<file path="config.mk">
export PLATFORM = sky130hd
export DESIGN_NAME = tx_burst_sequencer
export DESIGN_NICKNAME = d
export VERILOG_FILES = /design/src/rtl/tx_burst_sequencer.sv
export SDC_FILE = /design/constraint.sdc
export NUM_CORES = 1
export LEC_CHECK = 0
export ABC_CLOCK_PERIOD_IN_PS = 3690
export BUFFER_PORTS_ARGS = -buffer_cell sky130_fd_sc_hd__buf_2
export CELL_PAD_IN_SITES_DETAIL_PLACEMENT = 1
export CELL_PAD_IN_SITES_GLOBAL_PLACEMENT = 2
export CORE_MARGIN = 2
export CORE_UTILIZATION = 36
export CTS_BUF_LIST = sky130_fd_sc_hd__clkbuf_8
export CTS_CLUSTER_SIZE = 20
export DETAILED_ROUTE_END_ITERATION = 7
export PLACE_DENSITY_LB_ADDON = 0.05
export SYNTH_ARGS = -nofsm -noshare
export SYNTH_HDL_FRONTEND = slang
export SYNTH_SLANG_ARGS = --single-unit
</file>
<file path="constraint.sdc">
create_clock -name SYS_CLK -period 3.69 [get_ports SYS_CLK]
set_clock_uncertainty 0.05 [all_clocks]
set_input_delay 0.5535 -clock SYS_CLK [delete_from_list [all_inputs] [get_ports SYS_CLK]]
set_output_delay 0.5535 -clock SYS_CLK [all_outputs]
set_load 0.05 [all_outputs]
</file>
<file path="src/rtl/tx_burst_sequencer.sv">
// tx_burst_sequencer
//   Transmit-side sequencer for the ultrasonic ranging chain. A ranging cycle
//   drives a burst of complementary carrier pulses (each half-period opens
//   with a dead time), then holds a listen window. The block owns the 14-bit
//   TIME base shared with the echo detector.
//
//   Optional feature macro: TOF_CAPTURE_EN
//     When defined, adds DETECTION/TOF/TOF_VALID and captures the TIME of the
//     first detection in each ranging cycle. When undefined those ports and
//     their logic are absent.
//
//   All outputs are registered; each output flop is loaded from a decode of
//   the next-state values, so outputs line up with the state they describe.
module tx_burst_sequencer #(
  parameter int HALF_PERIOD = 625,
  parameter int DEAD_TIME   = 10,
  parameter int TICK_DIV    = 500,
  parameter int LISTEN_LEN  = 16383
) (
  input  logic        SYS_CLK,
  input  logic        RST,
  input  logic        START,
  input  logic        AUTO_REPEAT,
  input  logic [4:0]  BURST_LEN,
  output logic        TX_P,
  output logic        TX_N,
  output logic        TX_ACTIVE,
  output logic        BUSY,
  output logic [13:0] TIME,
  output logic        SAMPLE_TICK,
  output logic        DONE
`ifdef TOF_CAPTURE_EN
  ,
  input  logic        DETECTION,
  output logic [13:0] TOF,
  output logic        TOF_VALID
`endif
);

  localparam int HP_W  = $clog2(HALF_PERIOD + 1);
  localparam int DIV_W = $clog2(TICK_DIV + 1);

  localparam logic [HP_W-1:0]  HP_LAST    = HP_W'(HALF_PERIOD - 1);
  localparam logic [HP_W-1:0]  DEAD_CNT   = HP_W'(DEAD_TIME);
  localparam logic [HP_W-1:0]  HP_ONE     = HP_W'(1);
  localparam logic [HP_W-1:0]  HP_ZERO    = HP_W'(0);
  localparam logic [DIV_W-1:0] DIV_LAST   = DIV_W'(TICK_DIV - 1);
  localparam logic [DIV_W-1:0] DIV_ONE    = DIV_W'(1);
  localparam logic [DIV_W-1:0] DIV_ZERO   = DIV_W'(0);
  localparam logic [13:0]      TIME_MAX   = 14'h3FFF;
  localparam logic [13:0]      LISTEN_END = 14'(LISTEN_LEN);

  typedef enum logic [1:0] {
    S_IDLE   = 2'd0,
    S_BURST  = 2'd1,
    S_LISTEN = 2'd2,
    S_DONE   = 2'd3
  } state_t;

  // TIME never wraps: it sticks at its maximum.
  function automatic logic [13:0] sat_inc(input logic [13:0] v);
    logic [13:0] r;
    if (v == TIME_MAX) begin
      r = v;
    end else begin
      r = v + 14'd1;
    end
    return r;
  endfunction

  // Sequencing state
  state_t            state_q,     state_d;
  logic [HP_W-1:0]   half_cnt_q,  half_cnt_d;   // clock index within a half-period
  logic              phase_q,     phase_d;      // 0: P half, 1: N half
  logic [4:0]        pulse_cnt_q, pulse_cnt_d;  // completed pulses in this burst
  logic [4:0]        burst_len_q, burst_len_d;  // pulses requested at START
  logic [DIV_W-1:0]  div_q,       div_d;        // sample-tick divider
  logic [13:0]       time_q,      time_d;

  // Output flops
  logic tx_p_q,        tx_p_d;
  logic tx_n_q,        tx_n_d;
  logic tx_active_q,   tx_active_d;
  logic busy_q,        busy_d;
  logic sample_tick_q, sample_tick_d;
  logic done_q,        done_d;

  // Helpers
  logic        busy_s;
  logic        tick_s;
  logic        start_s;
  logic [13:0] time_inc_s;

  // Next-state logic: cycle start, burst pulse timing, listen window and time base.
  always_comb begin
    state_d       = state_q;
    half_cnt_d    = half_cnt_q;
    phase_d       = phase_q;
    pulse_cnt_d   = pulse_cnt_q;
    burst_len_d   = burst_len_q;
    div_d         = div_q;
    time_d        = time_q;
    sample_tick_d = 1'b0;

    busy_s     = (state_q == S_BURST) || (state_q == S_LISTEN);
    tick_s     = busy_s && (div_q == DIV_LAST);
    time_inc_s = sat_inc(time_q);
    // A restart from DONE and a START from IDLE are the same single event.
    start_s    = ((state_q == S_IDLE) && START) ||
                 ((state_q == S_DONE) && AUTO_REPEAT);

    if (start_s) begin
      burst_len_d = BURST_LEN;
      half_cnt_d  = HP_ZERO;
      phase_d     = 1'b0;
      pulse_cnt_d = 5'd0;
      div_d       = DIV_ZERO;
      time_d      = 14'd0;
      // An empty burst goes straight to listening.
      if (BURST_LEN == 5'd0) begin
        state_d = S_LISTEN;
      end else begin
        state_d = S_BURST;
      end
    end else begin
      // Time base only runs while a cycle is in progress.
      if (tick_s) begin
        div_d         = DIV_ZERO;
        time_d        = time_inc_s;
        sample_tick_d = 1'b1;
      end else if (busy_s) begin
        div_d = div_q + DIV_ONE;
      end else begin
        div_d = div_q;
      end

      case (state_q)
        S_IDLE: begin
          state_d = S_IDLE;
        end
        S_BURST: begin
          if (half_cnt_q == HP_LAST) begin
            half_cnt_d = HP_ZERO;
            phase_d    = ~phase_q;
            // A pulse is complete at the end of its N half.
            if (phase_q) begin
              if (pulse_cnt_q == (burst_len_q - 5'd1)) begin
                pulse_cnt_d = 5'd0;
                state_d     = S_LISTEN;
              end else begin
                pulse_cnt_d = pulse_cnt_q + 5'd1;
              end
            end else begin
              pulse_cnt_d = pulse_cnt_q;
            end
          end else begin
            half_cnt_d = half_cnt_q + HP_ONE;
          end
        end
        S_LISTEN: begin
          // ">=" lets a window shorter than the burst close on the first tick.
          if (tick_s && (time_inc_s >= LISTEN_END)) begin
            state_d = S_DONE;
          end else begin
            state_d = S_LISTEN;
          end
        end
        S_DONE: begin
          state_d = S_IDLE;
        end
        default: begin
          state_d = S_IDLE;
        end
      endcase
    end
  end

  // Output decode from next-state values so registered outputs match the new state.
  always_comb begin
    tx_active_d = (state_d == S_BURST);
    busy_d      = (state_d == S_BURST) || (state_d == S_LISTEN);
    done_d      = (state_d == S_DONE);
    // Dead time occupies the first DEAD_TIME clocks of every half-period.
    tx_p_d      = tx_active_d && !phase_d && (half_cnt_d >= DEAD_CNT);
    tx_n_d      = tx_active_d &&  phase_d && (half_cnt_d >= DEAD_CNT);
  end

  // Sequencer and output registers with synchronous reset.
  always_ff @(posedge SYS_CLK) begin
    if (RST) begin
      state_q       <= S_IDLE;
      half_cnt_q    <= HP_ZERO;
      phase_q       <= 1'b0;
      pulse_cnt_q   <= 5'd0;
      burst_len_q   <= 5'd0;
      div_q         <= DIV_ZERO;
      time_q        <= 14'd0;
      tx_p_q        <= 1'b0;
      tx_n_q        <= 1'b0;
      tx_active_q   <= 1'b0;
      busy_q        <= 1'b0;
      sample_tick_q <= 1'b0;
      done_q        <= 1'b0;
    end else begin
      state_q       <= state_d;
      half_cnt_q    <= half_cnt_d;
      phase_q       <= phase_d;
      pulse_cnt_q   <= pulse_cnt_d;
      burst_len_q   <= burst_len_d;
      div_q         <= div_d;
      time_q        <= time_d;
      tx_p_q        <= tx_p_d;
      tx_n_q        <= tx_n_d;
      tx_active_q   <= tx_active_d;
      busy_q        <= busy_d;
      sample_tick_q <= sample_tick_d;
      done_q        <= done_d;
    end
  end

  assign TX_P        = tx_p_q;
  assign TX_N        = tx_n_q;
  assign TX_ACTIVE   = tx_active_q;
  assign BUSY        = busy_q;
  assign TIME        = time_q;
  assign SAMPLE_TICK = sample_tick_q;
  assign DONE        = done_q;

`ifdef TOF_CAPTURE_EN
  logic [13:0] tof_q,       tof_d;
  logic        tof_valid_q, tof_valid_d;
  logic        captured_q,  captured_d;   // a detection has been latched this cycle

  // First-detection capture; validity is published together with DONE.
  always_comb begin
    tof_d       = tof_q;
    tof_valid_d = tof_valid_q;
    captured_d  = captured_q;
    if (start_s) begin
      tof_d       = 14'd0;
      tof_valid_d = 1'b0;
      captured_d  = 1'b0;
    end else if (busy_s && DETECTION && !captured_q) begin
      tof_d      = time_q;
      captured_d = 1'b1;
    end else begin
      captured_d = captured_q;
    end
    if ((state_d == S_DONE) && captured_d) begin
      tof_valid_d = 1'b1;
    end else begin
      tof_valid_d = tof_valid_d & 1'b1;
    end
  end

  // Capture registers with synchronous reset.
  always_ff @(posedge SYS_CLK) begin
    if (RST) begin
      tof_q       <= 14'd0;
      tof_valid_q <= 1'b0;
      captured_q  <= 1'b0;
    end else begin
      tof_q       <= tof_d;
      tof_valid_q <= tof_valid_d;
      captured_q  <= captured_d;
    end
  end

  assign TOF       = tof_q;
  assign TOF_VALID = tof_valid_q;
`endif

endmodule

</file>
==> impl_results.md <==
- Clock power share: 32.3%
- Setup CP Type: reg -> reg
- Gr usage total: around 17%
- Slew @ Worst Pin: 0.7628 ns
- Sw frac: 27.00%
- Endpoints failing hold: 0
- Setup_tns: 0 ns
- Fin nets: 386
- Clk sink count: 52
- # fillers: 942
- Finished Cell Area: 0.003117 mm2
- Final period utilization: 85.95%
- Seq/Total Area, Yosys: 37.14%
- Syn_nets: 362
- Max VDD drop: 139.6 uV
- Mean Syn Cell Area: around 8.2 um2
- CP Capture Type: flip-flop
- IO buf count: 28
- Tmin final: 3.171 ns
- Hold_buf cts: 0
- Overflow after GRT: 0
- First-pass GRT wire length: 11.71 mm
- Finished Layout Cells: 467
- Crit path largest cell delay: 0.43 ns
- Final Core Density: approximately two fifths
- Leakage power: between 1 and 1.5 nW
- Critical path fanouts, max: 10
- Combinational group share of total power: 10.5%
- Crit-path most repeated cell: ha_1
- DIE WIDTH: 92.24 um
- Die area: 0.008507 mm2
- Drt first pass iters: 4
- Setup ws final: just over 0.5 ns
- Post-Syn Instances: 340
- Residual DRC count: 0
- H-tree depth: 2
- DP HPWL: 5.168 mm
- Clk root buf: clkbuf_8
- Share of cells above drive strength 1: between 10% and 20%
- Post-CTS sizing: 0
- RR Startpoint: TIME[0]$_SDFFE_PP0P_
- FF-to-FF End: TX_P$_SDFF_PP0_
- Worst hold start: burst_len_q[1]$_SDFFE_PP0P_
- Remaining antenna violation count: 0
- Drt wl/cell: 14.64 um
- Initial Util: 36.65%
- Distinct cells, synth: 49
- Data arrival, critical path: 3.38 ns
- Status: completed
- Hold depth: 2
- CTS tree: done
- CP startpoint kind: flip-flop
- Core area: between 0.007 and 0.008 mm2
- Clock Path Buffers: 2
- Worst path required time: 3.89 ns
- WHS Endpoint: burst_len_q[1]$_SDFFE_PP0P_
- Dpl ws: 0.5450 ns
- Vias in the first global route: 2373
- Slew headroom: 49.14%
- Cell row count: 32
- Clock latency at the later pin of the worst-skew pair: 0.31 ns
- Largest net degree at the start of global routing: 19
- Sequential share of power: 57.2%
- Ys async rst share: 0%
- First-iteration detailed-routing DRC count: 79
- Max_cap viols: 0
- Vias per std cell: between 5 and 6
- Power Density: 325.4 mW/mm2
- Hold WC Path Type: reg -> reg
- Vias: 2369
- #FFs+latches synth: 52
- Top_reg_cell synth: dfxtp_1
- R2R depth: 12
- R2R setup slack: slightly above 0.5 ns
- Crit-path cells: ha_1 -> nand4_4 -> or2_4 -> or3_1 -> a2111oi_2 -> a31oi_1 -> nor2_1 -> ha_1 -> nor2b_1 -> nand3_1 -> a31o_2 -> a21oi_1
- Area grow syn2layout: 11.21%
- Final Max Tran Viols: 0
- RePlAce Congestion: approximately 0.86
- I/O pins: 29
- Total internal power: 0.0007403 W
- Area after DPL: 0.003032 mm2
- Placed Cells: 459
- Post-CTS Setup Bufs: 0
- Num CTS Buffers: 5
- Die Height: 92.24 um
- Sw power: between 0.0002 and 0.0003 W
- WL final: about 6.8 mm
- Post-synth EDFFs: 0
- Slowest stage cell on the critical path: dfxtp_1
- Setup violators final: 0
- Antenna violations before repair: 0
- Max frequency: 315.3 MHz
- Diodes inserted: 0
- Worst-path clk slew: 0.10 ns
- Ys Warns: 0
- Unrepaired setup endpoints after global routing: false
- Synth Cell Area: 0.002803 mm2
[registers in the layout, indices dropped and copies added, names as in the netlist]
name         count
TX_P             1
TX_ACTIVE        1
BUSY             1
div_q            9
SAMPLE_TICK      1
TX_N             1
DONE             1
pulse_cnt_q      5
phase_q          1
state_q          2
burst_len_q      5
half_cnt_q      10
TIME            14
[area by class of cell]
type	instances	area, um2	share of cell area (%)
Timing Repair Buffer	31	162.7	5.219
Multi-Input combinational cell	262	1655	53.11
Clock inverter	3	16.27	0.5219
Inverter	12	45.04	1.445
Tap cell	102	127.6	4.095
Clock buffer	5	68.82	2.208
Sequential cell	52	1041	33.40
[cell usage in the layout (no fill, tap or decap), types with 4 or more instances in the layout]
| cell | Yosys | routed |
|---|---|---|
| nor2_1 | 59 | 59 |
| dfxtp_1 | 52 | 52 |
| nand2_1 | 40 | 40 |
| buf_2 | 4 | 28 |
| xnor2_1 | 20 | 20 |
| xor2_1 | 20 | 20 |
| inv_1 | 12 | 14 |
| ha_1 | 13 | 13 |
| nand4_1 | 12 | 12 |
| a21oi_1 | 11 | 11 |
| nor3_1 | 10 | 10 |
| nand3_1 | 10 | 10 |
| and3_1 | 7 | 7 |
| clkbuf_8 | 0 | 5 |
| nor4_1 | 4 | 4 |
| a31oi_1 | 4 | 4 |
| o21ai_0 | 4 | 4 |
[cell usage after synthesis, types with 2 or more instances]
library cell  count  area [um2]
nor3_1           10       50.05
nor4_2            2       25.02
inv_1            12       45.04
mux2i_1           3       30.03
nor2b_1           3       18.77
and3_1            7       43.79
o211ai_1          2       15.01
a31o_2            3       26.28
or3_1             2       12.51
nor2_1           59       221.5
ha_1             13       162.7
a21oi_1          11       55.05
nand4_1          12       75.07
nor4b_1           3       26.28
nand3_1          10       50.05
nor4_1            4       25.02
a22oi_1           3       22.52
xor2_1           20       175.2
a211oi_1          3       22.52
and4_1            3       26.28
buf_2             4       20.02
a311oi_1          2       17.52
clkbuf_1          8       30.03
xnor2_1          20       175.2
nand2_1          40       150.1
dfxtp_1          52        1041
o21ai_0           4       20.02
a31oi_1           4       25.02
[cell families after synthesis]
group / Yosys count / synth area share [%]
and+or+nand+nor: 167 / 29.64
adders and majority gates: 13 / 5.804
xor gates and xnor gates: 41 / 13.30
DFF: 52 / 37.14
muxes: 3 / 1.071
buffers and inverters: 26 / 3.795
AOI/OAI and AO/OA: 38 / 9.241
[how the worst max path moves through the flow]
stage	start	to	slack, ns
4_1_cts	TIME[0]$_SDFFE_PP0P_	TX_P$_SDFF_PP0_	0.51
3_3_place_gp	TIME[0]$_SDFFE_PP0P_	TX_P$_SDFF_PP0_	0.61
3_5_place_dp	TIME[0]$_SDFFE_PP0P_	TX_P$_SDFF_PP0_	0.54
2_1_floorplan	TIME[0]$_SDFFE_PP0P_	TX_P$_SDFF_PP0_	0.42
5_1_grt	state_q[0]$_SDFF_PP0_	TX_P$_SDFF_PP0_	0.20
6_report	TIME[0]$_SDFFE_PP0P_	TX_P$_SDFF_PP0_	0.52
[stage by stage]
| stage | total power, W | hold slack, ns |
|---|---|---|
| 6_report | 0.001014 | 0.4339 |
| 5_1_grt | 0.001065 | 0.4618 |
| 4_1_cts | 0.001036 | 0.4309 |
| 3_5_place_dp | 0.0007019 | 0.4205 |
| 3_3_place_gp | 0.0007012 | 0.4124 |
| 2_1_floorplan | 0.0006704 | 0.3943 |
[power by group through the flow]
stage               clock, W  combinational, W  sequential [W]
finish              0.000328          0.000107        0.000580
global route        0.000362          0.000122        0.000582
CTS                 0.000346          0.000109        0.000581
detailed placement         0          0.000108        0.000593
global placement           0          0.000108        0.000593
floorplan                  0         0.0000689        0.000601
[critical path, delay by kind of cell (launching register included)]
kind / cells / cell delay [ns]
compound gates: 4 / 0.82
simple gates: 6 / 1.25
fa+ha+maj: 2 / 0.57
flops: 1 / 0.43
[routing by layer]
layer	vias up	share of wire, %	GRT usage, %
li1	1211	-	-
met1	1128	49	22.78
met2	25	48	28.55
met3	5	2.4	2.876
met4	0	0.85	3.731
met5	-	0	0
No activity file was read; power rests on OpenSTA's default activity.
